[src/rtl/dot_product_sequencer.sv]
// Dot-product sequencer: walks a shared address across operand memories A and B,
// then drives the multiply-accumulate controls in step with the returning read data.
module dot_product_sequencer #(
  parameter int ADDR_WIDTH = 3,
  parameter int RD_LATENCY = 1
) (
  input  logic                  clk,
  input  logic                  rst,
  input  logic                  start,
  input  logic [ADDR_WIDTH:0]   len,
  output logic [ADDR_WIDTH-1:0] rd_addr,
  output logic                  rd_en,
  output logic                  acc_clr,
  output logic                  mac_en,
  output logic                  mac_last,
  output logic                  busy,
  output logic                  done
);

  typedef enum logic [2:0] {
    IDLE,
    CLEAR,
    FETCH,
    DRAIN,
    DONE
  } state_t;

  localparam logic [ADDR_WIDTH:0] MAX_LEN = {1'b1, {ADDR_WIDTH{1'b0}}};
  localparam logic [ADDR_WIDTH:0] ONE     = {{ADDR_WIDTH{1'b0}}, 1'b1};

  state_t                state_q;
  state_t                state_d;
  logic [ADDR_WIDTH:0]   len_q;
  logic [ADDR_WIDTH-1:0] addr_q;
  logic [RD_LATENCY-1:0] en_pipe;
  logic [RD_LATENCY-1:0] last_pipe;
  logic                  addr_is_last;

  // The address is one bit narrower than len_q, so it is zero-extended before
  // comparing; this lets a full 2^ADDR_WIDTH job stop at the top address without wrapping.
  assign addr_is_last = ({1'b0, addr_q} == (len_q - ONE));
  assign rd_addr      = addr_q;
  assign mac_en       = en_pipe[RD_LATENCY-1];
  assign mac_last     = last_pipe[RD_LATENCY-1];

  // State register; the job length is captured (and saturated) only on an accepted start.
  always_ff @(posedge clk) begin
    if (rst) begin
      state_q <= IDLE;
      len_q   <= '0;
    end else begin
      state_q <= state_d;
      if (state_q == IDLE && start) begin
        len_q <= (len > MAX_LEN) ? MAX_LEN : len;
      end
    end
  end

  // Read address counter: steps through the vector while fetching, otherwise parked at 0.
  always_ff @(posedge clk) begin
    if (rst) begin
      addr_q <= '0;
    end else if (state_q == FETCH && !addr_is_last) begin
      addr_q <= addr_q + 1'b1;
    end else begin
      addr_q <= '0;
    end
  end

  // Delay line that re-times the read strobe and last-element flag to the data arrival.
  always_ff @(posedge clk) begin
    if (rst) begin
      en_pipe   <= '0;
      last_pipe <= '0;
    end else begin
      en_pipe[0]   <= rd_en;
      last_pipe[0] <= rd_en & addr_is_last;
      for (int i = 1; i < RD_LATENCY; i++) begin
        en_pipe[i]   <= en_pipe[i-1];
        last_pipe[i] <= last_pipe[i-1];
      end
    end
  end

  // Next-state and output decode.
  always_comb begin
    state_d = state_q;
    rd_en   = 1'b0;
    acc_clr = 1'b0;
    done    = 1'b0;
    busy    = (state_q != IDLE);
    case (state_q)
      IDLE: begin
        if (start) state_d = CLEAR;
      end
      CLEAR: begin
        acc_clr = 1'b1;
        state_d = (len_q == '0) ? DONE : FETCH;
      end
      FETCH: begin
        rd_en = 1'b1;
        if (addr_is_last) state_d = DRAIN;
      end
      DRAIN: begin
        if (mac_last) state_d = DONE;
      end
      DONE: begin
        done    = 1'b1;
        state_d = IDLE;
      end
      default: state_d = IDLE;
    endcase
  end

endmodule

[config.mk]
export PLATFORM = sky130hd
export DESIGN_NAME = dot_product_sequencer
export DESIGN_NICKNAME = d
export VERILOG_FILES = /design/src/rtl/dot_product_sequencer.sv
export SDC_FILE = /design/constraint.sdc
export NUM_CORES = 1
export LEC_CHECK = 0
export CAP_MARGIN = 10
export CELL_PAD_IN_SITES_DETAIL_PLACEMENT = 1
export CELL_PAD_IN_SITES_GLOBAL_PLACEMENT = 2
export CORE_MARGIN = 2
export CORE_UTILIZATION = 26
export DETAILED_ROUTE_END_ITERATION = 10
export PLACE_DENSITY = 0.71
export SLEW_MARGIN = 20
export SYNTH_ARGS = -nofsm -noshare
export SYNTH_HDL_FRONTEND = slang
export SYNTH_SLANG_ARGS = --single-unit
[constraint.sdc]
create_clock -name clk -period 1.85 [get_ports clk]
set_input_delay 0.555 -clock clk [delete_from_list [all_inputs] [get_ports clk]]
set_output_delay 0.555 -clock clk [all_outputs]
set_load 0.01 [all_outputs]
Yosys cells after proc, flatten, opt, wreduce, memory -nomap -nowiden:

Cells that the tools add are included.

* multiplexer cells: 9
* equal/unequal tests: 8
* bitwise logic cells: 2
* $add $sub $neg: 2
* reductions and logical operators: 8
* $lt $le $gt $ge: 1

Operator list (number)
* $mux W3: 4
* $pmux W3 S4: 1
* $eq A3 B2 Y1 const B: 2
* $ne A2 B2 Y1 const B: 3
* $eq A3 B4 Y1: 1
* $gt A4 B4 Y1 const B: 1
* $logic_not A4 Y1: 1
* $mux W4: 1
* $sub A4 B1 Y4 const B: 1
* $add A3 B1 Y3 const B: 1
* $eq A3 B1 Y1 const B: 1
* $eq A3 B3 Y1 const B: 1
* $logic_not A3 Y1: 1
* $mux W1: 3
* $reduce_and A3 Y1: 1
* $reduce_bool A3 Y1: 1
* $logic_and A1 B1 Y1: 2
* $reduce_or A2 Y1: 1
* $and A1 B1 Y1: 1
* $logic_not A1 Y1: 1
* $not A1 Y1: 1

* input port bits: 7
* output and inout port bits: 9
* bits in registers: 12

Longest topological paths before layout:

Gate-level depths: netlist of the first run.

* word-level depth: 6
* gate-level depth with buffers: 6
* mapped depth without buffers: 6

Worst setup path after synthesis of the first run:

Ideal clock, no wire load.

* path type: register -> register
* start: reg len_q[0]
* end: reg addr_q[1] (netlist: rd_addr[1])
* library setup time: 0.115 ns
* path slack: 0.368 ns
* buffers on the path: 0
* period minus slack after synthesis: 1.482 ns
* stages on the path, launching flop included: 7
* arrival time: 1.367 ns
* data required time: 1.735 ns
* cells stage by stage: dfxtp_1 -> inv_1 -> ha_1 -> xnor2_1 -> and3b_4 -> o2111ai_2 -> and3_1

* longest elaborated chain between the ends: 6

RTL lines
* from (decl): line 33 `logic [ADDR_WIDTH:0] len_q;`
* from (signal assigned): line 54 `len_q <= (len > MAX_LEN) ? MAX_LEN : len;`
* $sub A4 B1 Y4: line 41 `assign addr_is_last = ({1'b0, addr_q} == (len_q - ONE));`
* $eq A3 B4 Y1: line 41
* $logic_not A1 Y1: line 63 `end else if (state_q == FETCH && !addr_is_last) begin`
* $logic_and A1 B1 Y1: line 63
* $not A1 Y1 (no line)
* $reduce_or A2 Y1 (no line)
* to (signal assigned): line 64 `addr_q <= addr_q + 1'b1;`
* to (decl): line 34 `logic [ADDR_WIDTH-1:0] addr_q;`

Every way passes these cells.
A chain may end at the register's enable or synchronous reset.

Final worst setup path of the first run:

* start: reg addr_q[2] (netlist: rd_addr[2])
* end: out rd_addr[2]

RTL lines
* to (decl): line 11 `output logic [ADDR_WIDTH-1:0] rd_addr,`

No word-level cell between the ends.

==> results.toml, run 1 <==
[run_status]
outcome = "completed"

[clocking]
cts-buffers-inserted = 3
clkLatencyLatePin_ns = 0.28
post-cts-setup-buffer-count = 0
h-tree-depth = 1
clk_path_buf_depth = 2
postCtsHoldBufs = 0
cts_tree = "built"
clock_sinks = 12
path_clk_slew_ns = 0.08
root_buffer = "clkbuf_4"

[routing]
drc = 0
ant_nets = 0
wirelength_mm = 1.39
wl_per_cell_um = 11.8
drt_iter0_markers = 3
via_per_inst = 4.60
dr_total_vias = 543
first_pass_iters = 3

[global_routing]
grt_max_degree = 11
grt_pass1_wl_mm = 2.30
track_usage = 0.119
antenna_found_initial = 0
overflow = 0
grt_pass1_vias = 519

[yosys]
synth_edf_count = 0
synth.distinct_cells = 28
synth-seq-area-share = 0.387
synthFlopType = "dfxtp_1"
async_reset_ff_frac = 0
synth_area_um2 = 621
synthesis.nets = 82
syn_area_per_cell_um2 = 8.50
ys_ff_latch = 12
synth_cells = 73
yosys_warnings = 0

[final_layout]
syn_to_final_growth_pct = 37.5
fill_cells = 272
drive_gt1_frac = 0.200
final_cells = 118
layout_common_cells = "11 x nand2_1, 11 x clkdlybuf4s50_1, 7 x dfxtp_1"
nets = 100
diodes = 0

[sta]
slew_headroom = 0.793
setup_tns_ns = 0
fmax_mhz = 561
setup_viol = 0
slew_violations = 0
worst_pin_slew_ns = 0.309
post-route-min-period_ns = 1.78
finClkSkew_ns = 0.00140
hold_violations = 0
finalCritPeriodShare = 0.963
rsz0062_at_grt = "no"

[placed_design]
portBuffers = 15
placed_cells = 114
hpwl_mm = 1.10
place.gp.congestion = 0.702

[power]
switching_share = 0.270
irDropWorstVdd_v = 0.000212
switching_power_mw = 0.164
combPwrFrac = 0.169
internal_power_mw = 0.442
p_leak_nw = 0.371
pwr-share-seq = 0.468
clockPowerShare = 0.363
power.density_nw_per_um2 = 710

[critical_path]
worstPathArrival_ns = 1.23
worst-path-buf-inv = 1
critPathMaxFanout = 3
crit_path_start_kind = "flip-flop"
cp_top_family = "buffers and inverters"
crit_type = "flip-flop to output port"
critPathSlowestCell = "clkdlybuf4s50_1"
path_cells = "clkdlybuf4s50_1"
max_stage_delay_ns = 0.55
worstSetupEndpointType = "output port"
cp.required_ns = 1.29

[floorplan]
dieArea_um2 = 2790
die_h_um = 52.9
rows = 17
die_x_um = 52.9
ios = 16
core_um2 = 2230
initial_core_util = 0.278

[min_path]
hold_class = "flip-flop to flip-flop"

[flow_run]
cap_viol_max_count = 0
## cells in the mapped netlist, types with 2 or more instances
library cell	number	area, µm²
nor3_2	2	20.0
a21oi_1	5	25.0
clkbuf_1	3	11.3
inv_1	4	15.0
nand2_1	11	41.3
nand3b_1	3	22.5
nor2_1	5	18.8
xor2_1	2	17.5
ha_1	2	25.0
o21ai_0	4	20.0
dfxtp_1	12	240
and3_1	4	25.0
## timing repair
action	CTS	global route
cloned	0	0
resized for setup	10	2
setup endpoints to repair	4	2
pin swaps	0	0
## metrics by stage
| step | hold WS [ns] | util | power (mW) | area [µm²] | setup WS [ns] |
|---|---|---|---|---|---|
| CTS | 0.495 | 0.381 | 0.618 | 851 | 0.0258 |
| global route | 0.527 | 0.382 | 0.648 | 853 | 0.0000282 |
| finish | 0.488 | 0.382 | 0.606 | 853 | 0.0688 |
| global placement | 0.472 | 0.360 | 0.396 | 805 | 0.0526 |
| detailed placement | 0.486 | 0.360 | 0.396 | 805 | 0.0436 |
| floorplan | 0.441 | - | 0.351 | 621 | 0.368 |
## state kept, by name (all words and copies together) (netlist names)
register / cells
mac_last: 1
state_q: 3
mac_en: 1
len_q: 4
rd_addr: 3
## final timing paths
kind	startpoint	end	slack (ns)	cells after the start
setup / recovery	rd_addr[2]	rd_addr[2]	0.07	1
hold / removal	len_q[1]	len_q[1]	0.49	2
setup reg to reg	len_q[1]	rd_addr[1]	0.24	6
hold reg to reg	len_q[1]	len_q[1]	0.49	2
## cell type report
| class | count | area (µm²) | share of cell area |
|---|---|---|---|
| clock buffers | 4 | 36.3 | 0.0425 |
| flip-flops and latches | 12 | 251 | 0.295 |
| multi-input cells | 53 | 355 | 0.416 |
| well taps | 28 | 35.0 | 0.0411 |
| repair buffers | 17 | 160 | 0.188 |
| inverters | 4 | 15.0 | 0.0176 |
## power by group through the flow
| stage | registers (mW) | clock network [mW] | logic [mW] |
|---|---|---|---|
| final | 0.284 | 0.220 | 0.102 |
| after global routing | 0.286 | 0.245 | 0.116 |
| after CTS | 0.284 | 0.229 | 0.105 |
| after detailed placement | 0.289 | 0 | 0.108 |
| after global placement | 0.288 | 0 | 0.108 |
| after floorplan | 0.280 | 0 | 0.0718 |
## metal layers
metal,routed length (µm),share of wire,track usage
met5,0,0,0
met4,42,0.030,0.0897
met3,55,0.040,0.0254
met2,627,0.45,0.175
met1,666,0.48,0.150
## cell families (layout without fill, tap and decap cells)
family / count (synthesis) / in the layout / share of synthesized area
simple gates: 35 / 35 / 0.327
compound gates: 12 / 12 / 0.127
flops: 12 / 12 / 0.387
buf+inv: 8 / 25 / 0.0504
xor+xnor: 4 / 4 / 0.0686
fa+ha+maj: 2 / 2 / 0.0403
No activity file was read; power rests on OpenSTA's default activity.
==> run 2: changes to the inputs <==
CORE_UTILIZATION = 28   (was 26)
CTS_BUF_LIST = sky130_fd_sc_hd__clkbuf_4   (was not set)
PLACE_DENSITY = 0.76   (was 0.71)
==> run 2 against run 1 <==
Against the previous run:
- sequential share of layout area is 0.59 points lower
- cell area stayed put
- die area is 6.6% lower
- non-clock buffer count is 2 higher
- via count is 2.4% higher
- first-iteration DRC count stayed put
- clock-buffer cell count is 1 lower
- critical path depth stayed put
- global-route usage is 1.2 points higher
==> results.toml, run 2 (synthesis gave the netlist of run 1 again) <==
[critical_path]
crit_path_start_kind = "flip-flop"
critPathMaxFanout = 3
cp.required_ns = 1.29
worst-path-buf-inv = 1
worstSetupEndpointType = "output port"
crit_type = "flip-flop to output port"
worst-r2r-cell-count = 6
rrSetupSlack_ns = 0.29
rr_startpoint = "len_q[1]"
max_stage_delay_ns = 0.56
timing.rr.end = "rd_addr[1]"
path_cells = "clkdlybuf4s50_1"
worstPathArrival_ns = 1.22
cp_top_family = "buffers and inverters"
critPathSlowestCell = "clkdlybuf4s50_1"

[routing]
wirelength_mm = 1.38
via_per_inst = 4.63
drc = 0
first_pass_iters = 4
dr_total_vias = 556
wl_per_cell_um = 11.5
ant_nets = 0
drt_iter0_markers = 3

[clocking]
clkLatencyLatePin_ns = 0.27
path_clk_slew_ns = 0.08
root_buffer = "clkbuf_4"
clock_sinks = 12
h-tree-depth = 1
cts_tree = "built"
postCtsHoldBufs = 0
cts-buffers-inserted = 3
clk_path_buf_depth = 2

[min_path]
hold_class = "flip-flop to flip-flop"
min_from = "len_q[1]"
min_delay_path_depth = 2
hold_path_end = "len_q[1]"

[power]
internal_power_mw = 0.404
power.density_nw_per_um2 = 649
combPwrFrac = 0.197
p_leak_nw = 0.375
power_mw = 0.554
switching_power_mw = 0.150
pwr-share-seq = 0.509
switching_share = 0.271
clockPowerShare = 0.294
irDropWorstVdd_v = 0.000450

[floorplan]
dieArea_um2 = 2610
initial_core_util = 0.289
die_x_um = 51.1
core_um2 = 2150
die_h_um = 51.1
rows = 17
ios = 16

[sta]
slew_headroom = 0.798
finClkSkew_ns = 0.00354
setup_tns_ns = 0
finalCritPeriodShare = 0.960
fin_ws_ns = 0.0740
post-route-min-period_ns = 1.78
hold_violations = 0
worst_pin_slew_ns = 0.301
slew_violations = 0
rsz0062_at_grt = "no"
setup_viol = 0
holdWs_ns = 0.481
fmax_mhz = 563

[flow_run]
cap_viol_max_count = 0

[final_layout]
multiInputGateArea_um2 = 355
final_cell_area_um2 = 853
drive_gt1_frac = 0.185
layout_common_cells = "11 x nand2_1, 11 x clkdlybuf4s50_1, 9 x dfxtp_1"
fill_cells = 272
nets = 102
regMostFlops = "len_q"
largest_reg_flops = 4
diodes = 0
syn_to_final_growth_pct = 37.5
seq_area_um2 = 246

[placed_design]
postPlaceCellArea_um2 = 820
portBuffers = 15
pre_cts_ws_ns = 0.0370
hpwl_mm = 1.13
place.gp.congestion = 0.683

[global_routing]
overflow = 0
grt_pass1_wl_mm = 2.48
grt_max_degree = 11
grt_pass1_vias = 598
antenna_found_initial = 0
track_usage = 0.131

[run_status]
outcome = "completed"
## run 2: worst max-delay path by stage
| stage | depth (start not counted) | slack, ns | start | end |
|---|---|---|---|---|
| after floorplan | 6 | 0.37 | len_q[0] | rd_addr[1] |
| after global placement | 3 | 0.07 | state_q[1] | rd_en |
| after detailed placement | 3 | 0.04 | state_q[1] | rd_en |
| after CTS | 1 | 0.03 | rd_addr[0] | rd_addr[0] |
| after global routing | 3 | 0.01 | state_q[1] | busy |
| final | 1 | 0.07 | rd_addr[1] | rd_addr[1] |
## run 2: cell type report
type,count,share of cell area
multi-input cells,53,0.416
clock inverters,1,0.00440
well taps,28,0.0411
flip-flops and latches,12,0.289
clock buffers,3,0.0264
repair buffers,19,0.205
inverters,4,0.0176
## run 2: power by group through the flow
stage	clock, mW	sequential (mW)	combinational, mW
3_3_place_gp	0	0.287	0.113
4_1_cts	0.174	0.282	0.111
6_report	0.163	0.282	0.109
2_1_floorplan	0	0.280	0.0718
5_1_grt	0.186	0.285	0.124
3_5_place_dp	0	0.287	0.114
## run 2: routing by layer
metal  GRT usage  vias up  routed length [µm]
met2       0.210       11                 719
met1       0.154      260                 574
met5           0        -                   0
met4      0.0811        0                  14
met3      0.0380        2                  71
li1            -      283                   -
## run 2: per-stage QoR
| stage | instances | utilization |
|---|---|---|
| 6_report | 120 | 0.397 |
| 4_1_cts | 120 | 0.397 |
| 3_3_place_gp | 116 | 0.381 |
| 2_1_floorplan | 73 | - |
| 5_1_grt | 120 | 0.397 |
| 3_5_place_dp | 116 | 0.381 |
## run 2: timing repair
item | in CTS | in global routing
setup endpoints to repair | 4 | 1
gates resized for setup | 8 | 1
buffers inserted | 0 | 0
==> RTL edit: new RTL, flow settings as in run 2 <==
The parameter `ADDR_WIDTH` goes from 3 to 4.
--- a/src/rtl/dot_product_sequencer.sv
+++ b/src/rtl/dot_product_sequencer.sv
@@ -1,7 +1,7 @@
 // Dot-product sequencer: walks a shared address across operand memories A and B,
 // then drives the multiply-accumulate controls in step with the returning read data.
 module dot_product_sequencer #(
-  parameter int ADDR_WIDTH = 3,
+  parameter int ADDR_WIDTH = 4,
   parameter int RD_LATENCY = 1
 ) (
   input  logic                  clk,
Interface: changed (resized len and rd_addr); port bits go from 16 to 18. The function was not compared with the original's and may differ.
==> RTL edit against run 2 <==
Fmax decreased by 2.6%. Total power increased by 20%. Routed wire length increased by 31%. Sequential share of layout area decreased by 0.61 points. Cell area increased by 20%. Setup slack got worse by 0.048 ns. Sequential power increased by 20%. Area after synthesis increased by 13%. Sequential cell count increased by 2. Critical endpoint is now mac_last$_SDFF_PP0_. Largest power group unchanged.
==> RTL edit: results (changes against run 2) <==
Status - finished, final reports clean
Mapped Nets - 89 (+8.5%)
Worst VDD drop - 0.291 mV (-35%)
Worst EP arrival - 2.04 ns (+0.82 ns)
Leak Pwr - 0.389 nW (+3.9%)
Largest net degree at the start of global routing - 9 (-2)
Number of global-route vias before repair - 662 (+11%)
Synth Instances - 79 (+8.2%)
Worst stage delay on the critical path - 0.38 ns (-0.18 ns)
Vias per Instance - 4.78 (+3.1%)
Slew @ Worst Pin - 0.285 ns (-0.0163 ns)
Sequential share of the synthesized area - 40.1% (+1.4 points)
Largest cells by area after synthesis - dfxtp_1, xnor2_1, a21oi_1
Slowest cell on crit path - a221o_1
DP Cell Count - 128 (+10%)
Wire length per cell - 13.5 um (+17%)
First-pass GRT wire length - 2860 um (+15%)
Switch share - 28.0% (+0.90 points)
Share of cells above drive strength 1 - 26.9% (+8.4 points)
Worst reg-to-reg setup slack - 0.03 ns (-0.26 ns)
Post CTS Setup Buffer Count - 2 (+2)
Worst Clk Skew - 0.00734 ns (+0.00380 ns)
Crit path max fanout - 5 (+2)
Unique masters post-synth - 25 (-11%)
Gr usage total - 14.1% (+0.97 points)
Port-buffer cells - 17 (+2)
DRT Pass-1 Iters - 2 (-2)
DP HPWL - 1300 um (+15%)
Gpl congestion - 0.679 (-0.53%)
Final nets - 116 (+14%)
Post_cts resized - 11 (+3)
==> RTL edit: changes by cell type in the layout (fill, tap and decap cells not counted), moves of 2 or more <==
| cell | run 2 | this run |
|---|---|---|
| nand2_1 | 11 | 8 |
| buf_4 | 4 | 8 |
| and3_1 | 4 | 0 |
| clkdlybuf4s50_1 | 11 | 13 |
| a21oi_1 | 5 | 8 |
| o21ai_0 | 4 | 0 |
| inv_2 | 0 | 2 |
| dfxtp_2 | 2 | 7 |
| dfxtp_1 | 9 | 7 |
| xnor2_1 | 1 | 6 |
| inv_1 | 4 | 2 |
| nor3_1 | 1 | 5 |
==> RTL edit: kinds of logic after synthesis <==
group	Yosys count	share of synthesized area (%)
flops	14	40.1
simple gates	37	29.0
buf+inv	7	4.83
fa+ha+maj	2	3.58
compound gates	12	13.8
xor+xnor	7	8.77
==> RTL edit: final timing paths <==
check	start	end	cells past startpoint
max	len_q[1]$_SDFFE_PP0P_	mac_last$_SDFF_PP0_	7
min	rd_addr[0]$_SDFF_PP0_	rd_addr[0]$_SDFF_PP0_	1
max reg2reg	len_q[1]$_SDFFE_PP0P_	mac_last$_SDFF_PP0_	7
min reg2reg	rd_addr[0]$_SDFF_PP0_	rd_addr[0]$_SDFF_PP0_	1
==> RTL edit: stage by stage <==
stage / instance area (um2) / setup WS [ns] / hold WS (ns)
floorplan: 699 / 0.0408 / 0.445
global placement: 926 / 0.0211 / 0.494
detailed placement: 926 / -0.0471 / 0.501
CTS: 977 / 0.0199 / 0.519
global route: 1020 / -0.0491 / 0.499
finish: 1020 / 0.0258 / 0.465
==> RTL edit: area by class of cell <==
| class | count | area [um2] |
|---|---|---|
| clock buffers | 3 | 22.5 |
| fillers | 288 | 1410 |
| inverters | 4 | 15.0 |
| multi-input cells | 58 | 433 |
| flip-flops and latches | 14 | 289 |
| well taps | 30 | 37.5 |
| repair buffers | 25 | 225 |
==> RTL edit: per-layer routing <==
metal / vias to the layer above / wire [um] / global-route usage (%) / part of all wire [%]
li1: 324 / - / - / -
met2: 8 / 953 / 24.2 / 53
met4: 0 / 19 / 7.50 / 1.1
met5: - / 0 / 0 / 0
met1: 306 / 777 / 16.5 / 43
met3: 2 / 54 / 2.78 / 3.0
==> RTL edit: power groups by stage <==
stage	combinational (W)	clock, W	sequential (W)
2_1_floorplan	0.0000891	0	0.000334
3_3_place_gp	0.000149	0	0.000338
3_5_place_dp	0.000151	0	0.000338
4_1_cts	0.000149	0.000176	0.000335
5_1_grt	0.000175	0.000186	0.000339
6_report	0.000159	0.000167	0.000337
==> RTL edit: worst register-to-register path: cells and delay by family, from the launching register on <==
family | cells | cell delay [ns]
buf+inv | 2 | 0.24
flops | 1 | 0.35
compound gates | 3 | 0.90
simple gates | 1 | 0.12
fa+ha+maj | 1 | 0.17
